### src/rtl/instr_fetch_queue.sv
// rtl/instr_fetch_queue.sv - instruction fetch stage with in-order fetch queue
//
// Sits between the program counter and decode. It issues the current PC to
// instruction memory, keeps an in-order queue of fetched words tagged with
// their PC, and holds the PC (pc_stall) whenever no fetch is accepted.
// A flush empties the queue and arranges for every response still in flight
// to be dropped when it returns.
//
// Parameters:
//   DEPTH           - queue entries (power of two, >= 2)
//   MAX_OUTSTANDING - memory requests allowed in flight (1..DEPTH)
//
// Ports:
//   clk, reset          - clock, synchronous active-high reset
//   instr_addr          - current PC from the program counter
//   pc_stall            - high holds the PC (drives no_update)
//   mem_req_valid/ready - fetch request handshake, address on mem_req_addr
//   mem_resp_valid/data - in-order fetch responses, always accepted
//   flush               - redirect; drops queued and in-flight fetches
//   out_valid/ready     - head entry handshake towards decode
//   out_instr/pc/fault  - head entry contents
//
// Build option:
//   IFQ_ALIGN_CHECK_EN - when defined, a misaligned PC is not sent to memory;
//                        a pre-filled fault entry carrying a NOP is queued
//                        instead. When undefined, out_fault is always 0.

module instr_fetch_queue #(
  parameter int DEPTH           = 4,
  parameter int MAX_OUTSTANDING = 2
) (
  input  logic        clk,
  input  logic        reset,
  input  logic [31:0] instr_addr,
  output logic        pc_stall,
  output logic        mem_req_valid,
  output logic [31:0] mem_req_addr,
  input  logic        mem_req_ready,
  input  logic        mem_resp_valid,
  input  logic [31:0] mem_resp_data,
  input  logic        flush,
  output logic        out_valid,
  output logic [31:0] out_instr,
  output logic [31:0] out_pc,
  output logic        out_fault,
  input  logic        out_ready
);

  localparam int PW = $clog2(DEPTH);
  localparam int CW = $clog2(DEPTH + 1);
  localparam int OW = $clog2(MAX_OUTSTANDING + 1);

  localparam logic [CW-1:0] DEPTH_C   = CW'(DEPTH);
  localparam logic [OW:0]   MAX_OUT_C = (OW + 1)'(MAX_OUTSTANDING);
  localparam logic [31:0]   NOP_INSTR = 32'h00000013;

  // Queue storage
  logic [31:0]      pc_mem_q    [DEPTH];
  logic [31:0]      pc_mem_d    [DEPTH];
  logic [31:0]      instr_mem_q [DEPTH];
  logic [31:0]      instr_mem_d [DEPTH];
  logic [DEPTH-1:0] filled_q;
  logic [DEPTH-1:0] filled_d;
  logic [DEPTH-1:0] fault_q;
  logic [DEPTH-1:0] fault_d;

  // Pointers and counters
  logic [PW-1:0] head_q, head_d;
  logic [PW-1:0] tail_q, tail_d;
  logic [CW-1:0] count_q, count_d;
  logic [OW-1:0] outstanding_q, outstanding_d;
  logic [OW-1:0] discard_q, discard_d;

  // Per-cycle events
  logic          misaligned;
  logic          req_room;
  logic          budget_ok;
  logic          fire;
  logic          fault_alloc;
  logic          alloc;
  logic          pop;
  logic          drop;
  logic          fill;
  logic          fill_found;
  logic [PW-1:0] fill_idx;
  logic [PW-1:0] scan_idx;

`ifdef IFQ_ALIGN_CHECK_EN
  assign misaligned = (instr_addr[1:0] != 2'b00);
`else
  assign misaligned = 1'b0;
`endif

  assign mem_req_addr = instr_addr;

  // Request, stall and output handshake
  always_comb begin
    req_room      = (count_q < DEPTH_C);
    // Responses still owed to dropped fetches occupy the memory budget too.
    budget_ok     = (({1'b0, outstanding_q} + {1'b0, discard_q}) < MAX_OUT_C);
    mem_req_valid = !reset && !flush && req_room && budget_ok && !misaligned;
    fire          = mem_req_valid && mem_req_ready;
    // A misaligned PC takes a queue slot without touching memory.
    fault_alloc   = !reset && !flush && req_room && misaligned;
    alloc         = fire || fault_alloc;
    pc_stall      = reset || !(fire || flush || fault_alloc);

    out_valid     = filled_q[head_q];
    out_pc        = out_valid ? pc_mem_q[head_q]    : 32'h0;
    out_instr     = out_valid ? instr_mem_q[head_q] : 32'h0;
    out_fault     = out_valid && fault_q[head_q];
    pop           = out_valid && out_ready && !flush;
  end

  // A response belongs to the oldest allocated entry that is still unfilled.
  // Fault entries are born filled, so a plain head-to-tail scan skips them.
  always_comb begin
    fill_found = 1'b0;
    fill_idx   = '0;
    scan_idx   = '0;
    for (int i = 0; i < DEPTH; i++) begin
      scan_idx = head_q + PW'(i);
      if (!fill_found && (CW'(i) < count_q) && !filled_q[scan_idx]) begin
        fill_found = 1'b1;
        fill_idx   = scan_idx;
      end
    end
    drop = mem_resp_valid && (discard_q != '0);
    fill = mem_resp_valid && (discard_q == '0) && fill_found;
  end

  // Next-state for queue and counters
  always_comb begin
    pc_mem_d      = pc_mem_q;
    instr_mem_d   = instr_mem_q;
    filled_d      = filled_q;
    fault_d       = fault_q;
    head_d        = head_q;
    tail_d        = tail_q;
    count_d       = count_q;
    outstanding_d = outstanding_q;
    discard_d     = discard_q;

    if (flush) begin
      head_d        = '0;
      tail_d        = '0;
      count_d       = '0;
      outstanding_d = '0;
      filled_d      = '0;
      fault_d       = '0;
      // Every request still unanswered becomes a response to throw away; a
      // response arriving right now retires one of them immediately.
      discard_d     = discard_q + outstanding_q
                    - OW'(mem_resp_valid && ((discard_q != '0) || (outstanding_q != '0)));
    end else begin
      // Pop, fill and allocate never collide on one slot: pop takes a filled
      // head, fill an unfilled allocated slot, allocate a free tail slot.
      if (pop) begin
        filled_d[head_q] = 1'b0;
        fault_d[head_q]  = 1'b0;
        head_d           = head_q + PW'(1);
      end
      if (fill) begin
        instr_mem_d[fill_idx] = mem_resp_data;
        filled_d[fill_idx]    = 1'b1;
      end
      if (alloc) begin
        pc_mem_d[tail_q]    = instr_addr;
        instr_mem_d[tail_q] = fault_alloc ? NOP_INSTR : 32'h0;
        filled_d[tail_q]    = fault_alloc;
        fault_d[tail_q]     = fault_alloc;
        tail_d              = tail_q + PW'(1);
      end
      count_d       = count_q + CW'(alloc) - CW'(pop);
      outstanding_d = outstanding_q + OW'(fire) - OW'(fill);
      discard_d     = discard_q - OW'(drop);
    end
  end

  always_ff @(posedge clk) begin
    if (reset) begin
      for (int i = 0; i < DEPTH; i++) begin
        pc_mem_q[i]    <= 32'h0;
        instr_mem_q[i] <= 32'h0;
      end
      filled_q      <= '0;
      fault_q       <= '0;
      head_q        <= '0;
      tail_q        <= '0;
      count_q       <= '0;
      outstanding_q <= '0;
      discard_q     <= '0;
    end else begin
      pc_mem_q      <= pc_mem_d;
      instr_mem_q   <= instr_mem_d;
      filled_q      <= filled_d;
      fault_q       <= fault_d;
      head_q        <= head_d;
      tail_q        <= tail_d;
      count_q       <= count_d;
      outstanding_q <= outstanding_d;
      discard_q     <= discard_d;
    end
  end

endmodule
### config.mk
export PLATFORM = sky130hd
export DESIGN_NAME = instr_fetch_queue
export DESIGN_NICKNAME = d
export VERILOG_FILES = /design/src/rtl/instr_fetch_queue.sv
export SDC_FILE = /design/constraint.sdc
export NUM_CORES = 1
export LEC_CHECK = 0
export CORE_UTILIZATION = 31
export CTS_CLUSTER_SIZE = 25
export DETAILED_ROUTE_END_ITERATION = 8
export PLACE_DENSITY_LB_ADDON = 0.25
export SLEW_MARGIN = 20
export SYNTH_ARGS = -nofsm -noshare
export SYNTH_HDL_FRONTEND = slang
export SYNTH_SLANG_ARGS = --single-unit
export TNS_END_PERCENT = 10
### constraint.sdc
create_clock -name clk -period 8.4 [get_ports clk]
set_input_delay 1.26 -clock clk [delete_from_list [all_inputs] [get_ports clk]]
set_output_delay 1.26 -clock clk [all_outputs]
set_load 0.01 [all_outputs]
# Word-level counts from Yosys, hierarchy flattened
# Cells that the tools add are included.
# totals
ff_bits,275
in_bits,70
out_inout_bits,100
wordCells,151
# classes
add_sub_neg,12
magnitude_cmp,20
n_mux,50
bitwise_logic,13
reduce_logical,41
# ops
operator,count
2-to-1 mux 128 bit,3
bitwise mux 128 bit,2
2-to-1 mux 32 bit,8
bitwise AND 128 bit,1
binary-select mux 32 bit (select 2 bit),2
demux 32 bit (select 2 bit),2
NOT 128 bit,1
2-to-1 mux 4 bit,8
logical AND 1 bit,23
"less-than comparator 2 x 3 -> 1 bit, second input constant",6
bitwise AND 4 bit,4
2-to-1 mux 1 bit,12
binary-select mux 1 bit (select 2 bit),5
zero test 1 bit,10
2-to-1 mux 2 bit,5
"greater-or-equal comparator 3 bit, second input constant",3
NOT 2 -> 3 bit,3
NOT 4 bit,2
demux 1 bit (select 2 bit),3
"greater-or-equal comparator 2 x 1 -> 1 bit, second input constant",3
"less-than comparator 1 x 3 -> 1 bit, first input constant",2
"less-than comparator 2 x 3 -> 1 bit, first input constant",2
"less-than comparator 3 x 1 -> 1 bit, second input constant",2
subtractor 2 x 1 -> 2 bit,3
16 further kinds,21

# Logic depth before layout (Yosys ltp)
# Gate-level depths: netlist of the first run.
# depth
word_depth,27
mapped_depth,13
ltp_nobuf,12

# Worst setup path before layout of the first run
# Ideal clock, no wire load.
# synth_path
path_kind,register to output
startpoint,register head_q[0]
endpoint,output out_instr[10]
arrival_time_ps,2334
required_time_ps,7140
setup_slack_ps,4806
path_stages_with_launch,7
n_path_buf,4
cell_sequence,dfxtp_1 > buf_6 > clkbuf_1 > buf_1 > clkbuf_1 > mux4_2 > and2_1
# synth_via
elab_chain_cells,5
elab_cells_between_ends,7
classes_between,6 x mux; 1 x bitwise
# synth_rtl
element,line,rtl
start: declaration,68,"logic [PW-1:0] head_q, head_d;"
start signal: assignment,188,head_q <= '0;
start signal: assignment,198,head_q <= head_d;
NOT 2 -> 3 bit (not written as such),110,out_instr = out_valid ? instr_mem_q[head_q] : 32'h0;
binary-select mux 32 bit (select 2 bit),110,
2-to-1 mux 32 bit (not written as such) (2 in a row),110,
2-to-1 mux 32 bit (*),110,
end: declaration,43,"output logic [31:0] out_instr,"
# Mark *: on every way between the ends. The rest lies on a longest branch, timed or not. The select of a mux whose other input is x is not followed.

# Final worst setup path of the first run
# layout_path
startpoint,register head_q[1]
endpoint,output out_pc[22]
# layout_via
elab_chain_cells,5
elab_cells_between_ends,7
classes_between,6 x mux; 1 x bitwise
# layout_rtl
element,line,rtl
NOT 2 -> 3 bit (not written as such),109,out_pc = out_valid ? pc_mem_q[head_q] : 32'h0;
binary-select mux 32 bit (select 2 bit),109,
2-to-1 mux 32 bit (not written as such) (2 in a row),109,
2-to-1 mux 32 bit (*),109,
end: declaration,44,"output logic [31:0] out_pc,"
# Marked as above.

==> results_dict.tcl, run 1 <==
set metrics [dict create \
    synth-main-ff-cell "dfxtp_1" \
    skew_ps 34.5 \
    finalHoldViolCount 0 \
    cp-start-kind "register" \
    cts_resized 0 \
    num_rows 72 \
    pwr-share-clk 0.470 \
    die_area_um2 40100 \
    status "finished, final reports clean" \
    grt_pass1_vias 9662 \
    drt_iter0_drc 644 \
    gr-total-overflow 0 \
    initial_core_util 0.314 \
    holdPathEnd "pc_mem_q[53]" \
    r2r_end "instr_mem_q[100]" \
    pwr-share-seq 0.471 \
    r2r_start "head_q[1]" \
    routabilityCongestion 0.773 \
    vias 9726 \
    syn-num-nets 1332 \
    r2r_cells 9 \
    syn_inst 1242 \
    port-buffer-count 169 \
    yosysWarnings 0 \
    syn_area_um2 12200 \
    firstDrtPassIters 5 \
    peakVddDrop_mv 0.156 \
    finalCritPeriodShare 0.599 \
    hold_start "pc_mem_q[53]" \
    async_reset_ff_frac 0 \
    grt_setup_unrepaired "no" \
    whs_path_depth 2 \
    ys_types 47 \
    layout_common_cells "311 x nand2_1, 273 x dfxtp_1, 168 x clkdlybuf4s50_1" \
    p_int_mw 2.15 \
    postCtsHoldBufs 0 \
    viasPerCell 5.22 \
    dp_hpwl_mm 20.2 \
    critPathArrivalTime_ps 3780 \
    cts_root_buf "clkbuf_16" \
    worst_ep_required_time_ps 7140 \
    setup_ws_ps 3360 \
    pin_count 170 \
    fin_cells 1865 \
    final_max_slew_viol_count 0 \
    finish.utilization 0.387 \
    combinationalPowerShare 0.059 \
    dp_cells 1808 \
    rrSetupSlack_ps 3760 \
    fin_nets 1413 \
    core_um2 38700 \
    wirelength_mm 35.0 \
    wl_per_cell_um 18.8 \
    n_fill_cell 3904 \
    area_growth_pct 23.0 \
    drc 0 \
    die_y_um 200 \
    clockBufferDepth 3 \
    p_sw_frac 0.231 \
    syn_avg_cell_area_um2 9.81 \
    crit_path_end_kind "output port" \
    cts_setup_buffers 0 \
    setup_viol 0 \
    final_common_cell "nand2_1" \
    ctsHtreeMaxLevel 1 \
    cts_buffers 31 \
    grtUsageTotal 0.173 \
    worst_slew_pin_slew_ps 1080 \
    synth_edf_count 0 \
    power_switching_mw 0.647 \
    path_class "reg -> out" \
    path_max_fanout 70 \
    cts_tree "yes" \
    slew_headroom 0.281 \
    antenna_found_initial 1 \
    ant_nets 0 \
    holdCritPathClass "reg -> reg" \
    grt_max_degree 101 \
    drive_above_1_share 0.115 \
    final.min_clock_period_ps 5040 \
    grt_pass1_wl_mm 55.9 \
    max_freq_mhz 199 \
    place_ws_ps 3690 \
    p_leak_nw 4.96 \
    maxCapViolCount 0 \
    clock_sinks 275 \
    ys_ff_latch 275 \
    clkSlewWorstSetupHoldPaths_ps 60 \
    insertion_delay_ps 570 \
    yosysSeqAreaShare 0.452 \
    powerDensity_nw_per_um2 187 \
    die_x_um 200 \
    fin_setup_tns_ps 0 \
]
==> registers in the layout (all words and copies together), names as in the netlist <==
name           flops
count_q            3
discard_q          2
fault_q            4
filled_q           4
head_q             2
instr_mem_q      128
outstanding_q      2
pc_mem_q         128
tail_q             2
==> metal layers <==
metal	part of all wire	vias up	global-route usage	wire length (um)
li1	-	4583	-	-
met3	0.061	41	0.0312	2140
met2	0.48	335	0.294	16900
met1	0.44	4767	0.228	15500
met4	0.015	0	0.0343	509
met5	0	-	0	0
==> cell families after synthesis <==
group                      after synthesis  synth area share
AOI/OAI and AO/OA                      279             0.170
buffers and inverters                  150            0.0621
DFF                                    275             0.452
muxes                                   72             0.129
and+or+nand+nor                        438             0.160
xor gates and xnor gates                 8           0.00575
adders and majority gates               20            0.0218
==> worst max-delay path, cell delays in order, from the launching register on <==
cell             delay, ps
dfxtp_4                680
buf_4                  710
mux4_2                 380
buf_4                  540
and2_1                 240
clkdlybuf4s50_1        550
==> power by group through the flow <==
| stage | clock network [mW] | logic [mW] | registers, mW |
|---|---|---|---|
| after floorplan | 0 | 0.0811 | 1.35 |
| after global placement | 0 | 0.164 | 1.35 |
| after detailed placement | 0 | 0.165 | 1.35 |
| after CTS | 1.35 | 0.166 | 1.32 |
| after global routing | 1.41 | 0.178 | 1.32 |
| final | 1.32 | 0.165 | 1.32 |
==> how the worst max path moves through the flow <==
stage	to	start	slack, ps	depth (start not counted)
after floorplan	out_instr[10]	head_q[0]	4810	6
after global placement	pc_stall	flush	3760	5
after detailed placement	pc_stall	flush	3690	5
after CTS	out_pc[2]	head_q[1]	3210	5
after global routing	out_pc[22]	head_q[1]	3090	5
final	out_pc[22]	head_q[1]	3360	5
==> cell type report <==
cell class,count,area [um2],share of cell area
Clock buffer,46,902,0.0602
Timing Repair Buffer,186,1820,0.121
Inverter,12,45.0,0.00301
Multi-Input combinational cell,817,5960,0.398
Tap cell,518,648,0.0433
Sequential cell,275,5510,0.368
Antenna cell,1,2.50,0.000167
Clock inverter,10,90.1,0.00602
==> cell usage after synthesis (3+ instances only) <==
cell type  instances  area [um2]
a22oi_1            3        22.5
xor2_1             3        26.3
a32o_1            96         961
nor2b_1            4        25.0
nor3_2             3        30.0
nor3_1             4        20.0
buf_6              7        78.8
mux2_2             3        33.8
clkbuf_1          75         282
mux4_2            67        1510
inv_1             12        45.0
nand2b_1           4        25.0
ha_1              18         225
and4_1             4        35.0
and2_1            74         463
nand3_1            4        20.0
xnor2_1            5        43.8
o2bb2ai_1         32         280
nand2_1          311        1170
dfxtp_1          275        5510
buf_2             16        80.1
a21oi_1          132         661
buf_4             32         240
buf_1              8        30.0
or3_1              4        25.0
nor2_1            20        75.1
==> per-stage QoR <==
| stage | power, mW | area (um2) | hold WS, ps |
|---|---|---|---|
| final | 2.80 | 15000 | 452 |
| after global routing | 2.91 | 15000 | 463 |
| after CTS | 2.84 | 15000 | 451 |
| after detailed placement | 1.51 | 14000 | 443 |
| after global placement | 1.51 | 14000 | 439 |
| after floorplan | 1.43 | 12200 | 433 |
(Power assumes the default switching activity.)
==> run 2, diff against run 1 <==
==> constraint.sdc (replaced) <==
create_clock -name clk -period 4.3 [get_ports clk]
set_input_delay 0.645 -clock clk [delete_from_list [all_inputs] [get_ports clk]]
set_output_delay 0.645 -clock clk [all_outputs]
set_load 0.01 [all_outputs]
==> results_dict.tcl, run 2 (same netlist as run 1, synthesis figures left out) <==
set metrics [dict create \
    status "finished, final reports clean" \
    final.min_clock_period_ps 3730 \
    cts_setup_buffers 0 \
    wirelength_mm 34.9 \
    pwr-share-clk 0.467 \
    num_rows 72 \
    clkSlewWorstSetupHoldPaths_ps 60 \
    drc 0 \
    fin_setup_tns_ps 0 \
    ctsHtreeMaxLevel 1 \
    drive_above_1_share 0.113 \
    cts_root_buf "clkbuf_16" \
    r2r_end "instr_mem_q[5]" \
    worst_ep_required_time_ps 3650 \
    max_freq_mhz 268 \
    n_fill_cell 3847 \
    crit_chain "mux4_2 -> buf_4 -> and2_1 -> clkdlybuf4s50_1" \
    finalHoldViolCount 0 \
    crit_path_end_kind "output port" \
    wl_per_cell_um 18.7 \
    final_common_cell "nand2_1" \
    reg_top3 "instr_mem_q: 128 flops, pc_mem_q: 128 flops" \
    setup_ws_ps 570 \
    clock_sinks 275 \
    slowest_delay_ps 660 \
    grt_pass1_vias 9849 \
    p_leak_nw 5.01 \
    grtUsageTotal 0.172 \
    finish.utilization 0.388 \
    final_max_slew_viol_count 0 \
    power_mw 5.44 \
    multi_input_area_um2 5940 \
    postCtsHoldBufs 0 \
    gr-total-overflow 0 \
    grt_setup_unrepaired "no" \
    cp-start-kind "register" \
    vias 9700 \
    fin_nets 1422 \
    setup_viol 0 \
    initial_core_util 0.314 \
    p_sw_frac 0.219 \
    whs_path_depth 2 \
    core_um2 38700 \
    finalCritPeriodShare 0.867 \
    die_y_um 200 \
    firstDrtPassIters 5 \
    critPathArrivalTime_ps 3080 \
    path_max_fanout 60 \
    clockBufferDepth 3 \
    cts_buffers 30 \
    powerDensity_nw_per_um2 362 \
    pin_count 170 \
    worst_slew_pin_slew_ps 827 \
    rrSetupSlack_ps 1010 \
    antenna_found_initial 1 \
    cts_tree "yes" \
    path_class "reg -> out" \
    combinationalPowerShare 0.059 \
    hold_start "pc_mem_q[57]" \
    r2r_cells 8 \
    register_area_um2 5510 \
    die_area_um2 40100 \
    viasPerCell 5.20 \
    ant_nets 0 \
    cts_resized 0 \
    worst_path_max_delay_cell "dfxtp_4" \
    holdCritPathClass "reg -> reg" \
    grt_pass1_wl_mm 55.7 \
    pwr-share-seq 0.474 \
    drt_iter0_drc 654 \
    dp_hpwl_mm 20.4 \
    peakVddDrop_mv 0.295 \
    port-buffer-count 169 \
    layout_common_cells "311 x nand2_1, 273 x dfxtp_1, 168 x clkdlybuf4s50_1" \
    routabilityCongestion 0.807 \
    die_x_um 200 \
    grt_max_degree 109 \
    maxCapViolCount 0 \
    r2r_start "head_q[0]" \
    skew_ps 8.77 \
    area_growth_pct 23.3 \
    holdPathEnd "pc_mem_q[57]" \
    place_ws_ps 999 \
    power_switching_mw 1.19 \
    p_int_mw 4.25 \
    insertion_delay_ps 540 \
    whs_ps 451 \
    slew_headroom 0.449 \
]
[run 2: how the worst max path moves through the flow]
stage,from,end,slack (ps),depth (start not counted)
CTS,head_q[1],out_pc[31],450,4
detailed placement,head_q[1],instr_mem_q[88],1000,8
global route,head_q[1],out_pc[31],320,4
floorplan,head_q[0],out_instr[10],1320,6
global placement,head_q[1],instr_mem_q[60],1060,8
finish,head_q[1],out_instr[17],570,4
[run 2: power by group through the flow]
stage / clock (mW) / combinational [mW] / sequential (mW)
after floorplan: 0 / 0.158 / 2.63
after global placement: 0 / 0.322 / 2.63
after detailed placement: 0 / 0.323 / 2.63
after CTS: 2.61 / 0.325 / 2.58
after global routing: 2.71 / 0.351 / 2.58
final: 2.54 / 0.322 / 2.58
[run 2: layout make-up]
type	instances	area share
Multi-Input combinational cell	817	0.395
Sequential cell	275	0.367
Timing Repair Buffer	196	0.126
Clock buffer	43	0.0601
Tap cell	518	0.0432
Clock inverter	4	0.00467
Inverter	12	0.00300
Antenna cell	1	0.000167
[run 2: through the flow]
| stage | cell area, um2 | instances |
|---|---|---|
| 6_report | 15000 | 1866 |
| 5_1_grt | 15000 | 1866 |
| 4_1_cts | 15000 | 1865 |
| 3_5_place_dp | 14000 | 1818 |
| 3_3_place_gp | 14000 | 1818 |
| 2_1_floorplan | 12200 | 1242 |
[run 2: critical path, delay by kind of cell (launching register included)]
family,cells,cell delay (ps)
mux,1,470
flops,1,660
buf+inv,2,1120
simple gates,1,260
[run 2: per-layer routing]
metal  vias to the layer above  GRT usage  routed length (um)
met5                         -          0                   0
met4                         0     0.0363                 599
met3                        42     0.0285                1880
met2                       275      0.292               16600
met1                      4795      0.229               15800
li1                       4588          -                   -
==> run 3, diff against run 2 <==
==> constraint.sdc (replaced) <==
create_clock -name clk -period 4.8 [get_ports clk]
set_input_delay 0.72 -clock clk [delete_from_list [all_inputs] [get_ports clk]]
set_output_delay 0.72 -clock clk [all_outputs]
set_load 0.01 [all_outputs]
==> results_dict.tcl, run 3 (same netlist as run 1, synthesis figures left out) <==
set metrics [dict create \
    drive_above_1_share 0.117 \
    p_leak_nw 5.02 \
    grt_pass1_vias 9899 \
    final_max_slew_viol_count 0 \
    drt_iter0_drc 578 \
    p_sw_frac 0.228 \
    gr-total-overflow 0 \
    clockBufferDepth 3 \
    status "finished, final reports clean" \
    wl_per_cell_um 19.0 \
    maxCapViolCount 0 \
    finalHoldViolCount 0 \
    finalCritPeriodShare 0.829 \
    r2r_cells 7 \
    skew_ps 19.5 \
    cts_root_buf "clkbuf_16" \
    reg_top3 "instr_mem_q: 128 flops, pc_mem_q: 128 flops" \
    grtUsageTotal 0.175 \
    insertion_delay_ps 550 \
    die_y_um 200 \
    cts_buffers 30 \
    postCtsHoldBufs 0 \
    wirelength_mm 35.6 \
    powerDensity_nw_per_um2 332 \
    ctsHtreeMaxLevel 1 \
    max_freq_mhz 251 \
    combinationalPowerShare 0.058 \
    grt_max_degree 74 \
    worst_ep_required_time_ps 4080 \
    area_growth_pct 24.0 \
    firstDrtPassIters 5 \
    viasPerCell 5.20 \
    initial_core_util 0.314 \
    final.min_clock_period_ps 3980 \
    pwr-share-clk 0.482 \
    cts_setup_buffers 0 \
    slew_headroom 0.335 \
    cts_tree "yes" \
    peakVddDrop_mv 0.249 \
    final_area_um2 15100 \
    worst_slew_pin_slew_ps 997 \
    drc 0 \
    path_class "reg -> out" \
    clkSlewWorstSetupHoldPaths_ps 60 \
    num_rows 72 \
    clock_sinks 275 \
    placed_area_um2 14100 \
    vias 9733 \
    grt_pass1_wl_mm 56.4 \
    layout_common_cells "311 x nand2_1, 273 x dfxtp_1, 168 x clkdlybuf4s50_1" \
    critPathArrivalTime_ps 3260 \
    fin_setup_tns_ps 0 \
    port-buffer-count 169 \
    core_um2 38700 \
    cp-start-kind "register" \
    worst_path_max_delay_cell "buf_4" \
    holdCritPathClass "reg -> reg" \
    setup_viol 0 \
    cts_resized 0 \
    grt_setup_unrepaired "no" \
    dp_hpwl_mm 20.3 \
    whs_path_depth 2 \
    antenna_found_initial 1 \
    crit_path_end_kind "output port" \
    pin_count 170 \
    p_int_mw 3.87 \
    ant_nets 0 \
    crit_chain "buf_4 -> mux4_2 -> and2_1 -> clkdlybuf4s50_1" \
    fin_nets 1421 \
    pwr-share-seq 0.460 \
    die_x_um 200 \
    final_common_cell "nand2_1" \
    routabilityCongestion 0.779 \
    die_area_um2 40100 \
    path_max_fanout 55 \
    slowest_delay_ps 810 \
    power_switching_mw 1.14 \
]
==> run 3: worst paths after layout <==
path	start	end	slack [ps]
worst max-delay path	head_q[1]	out_instr[10]	820
worst min-delay path	pc_mem_q[45]	pc_mem_q[45]	450
worst max register to register	head_q[0]	instr_mem_q[34]	1300
worst min register to register	pc_mem_q[45]	pc_mem_q[45]	450
==> run 3: power by group through the flow <==
stage | combinational (mW) | sequential, mW | clock [mW]
global route | 0.317 | 2.31 | 2.58
floorplan | 0.142 | 2.36 | 0
global placement | 0.291 | 2.36 | 0
CTS | 0.294 | 2.31 | 2.48
finish | 0.292 | 2.31 | 2.42
detailed placement | 0.292 | 2.36 | 0
==> run 3: per-stage QoR <==
step / hold slack (ps) / power [mW] / util / setup WS [ps] / instances
floorplan: 433 / 2.50 / - / 1750 / 1242
global placement: 439 / 2.65 / 0.363 / 1360 / 1817
detailed placement: 445 / 2.65 / 0.363 / 1330 / 1817
CTS: 454 / 5.08 / 0.390 / 766 / 1872
global route: 470 / 5.20 / 0.390 / 668 / 1873
finish: 450 / 5.02 / 0.390 / 818 / 1873
==> run 3: per-layer routing <==
metal	up-vias	global-route usage	share of wire
met4	0	0.0374	0.019
li1	4584	-	-
met5	-	0	0
met3	42	0.0321	0.059
met2	294	0.298	0.48
met1	4813	0.229	0.45
==> run 3: final cells by class <==
cell class                      count  area, um2
Sequential cell                   275       5510
Multi-Input combinational cell    817       5940
Clock buffer                       40        850
Clock inverter                     15        194
Tap cell                          518        648
Inverter                           12       45.0
Fill cell                        3938      23600
Antenna cell                        1       2.50
Timing Repair Buffer              195       1910
==> run 3: critical path, delay by kind of cell (launching register included) <==
kind | cells | cell delay, ps
buf+inv | 2 | 1290
mux | 1 | 590
flops | 1 | 550
simple gates | 1 | 190
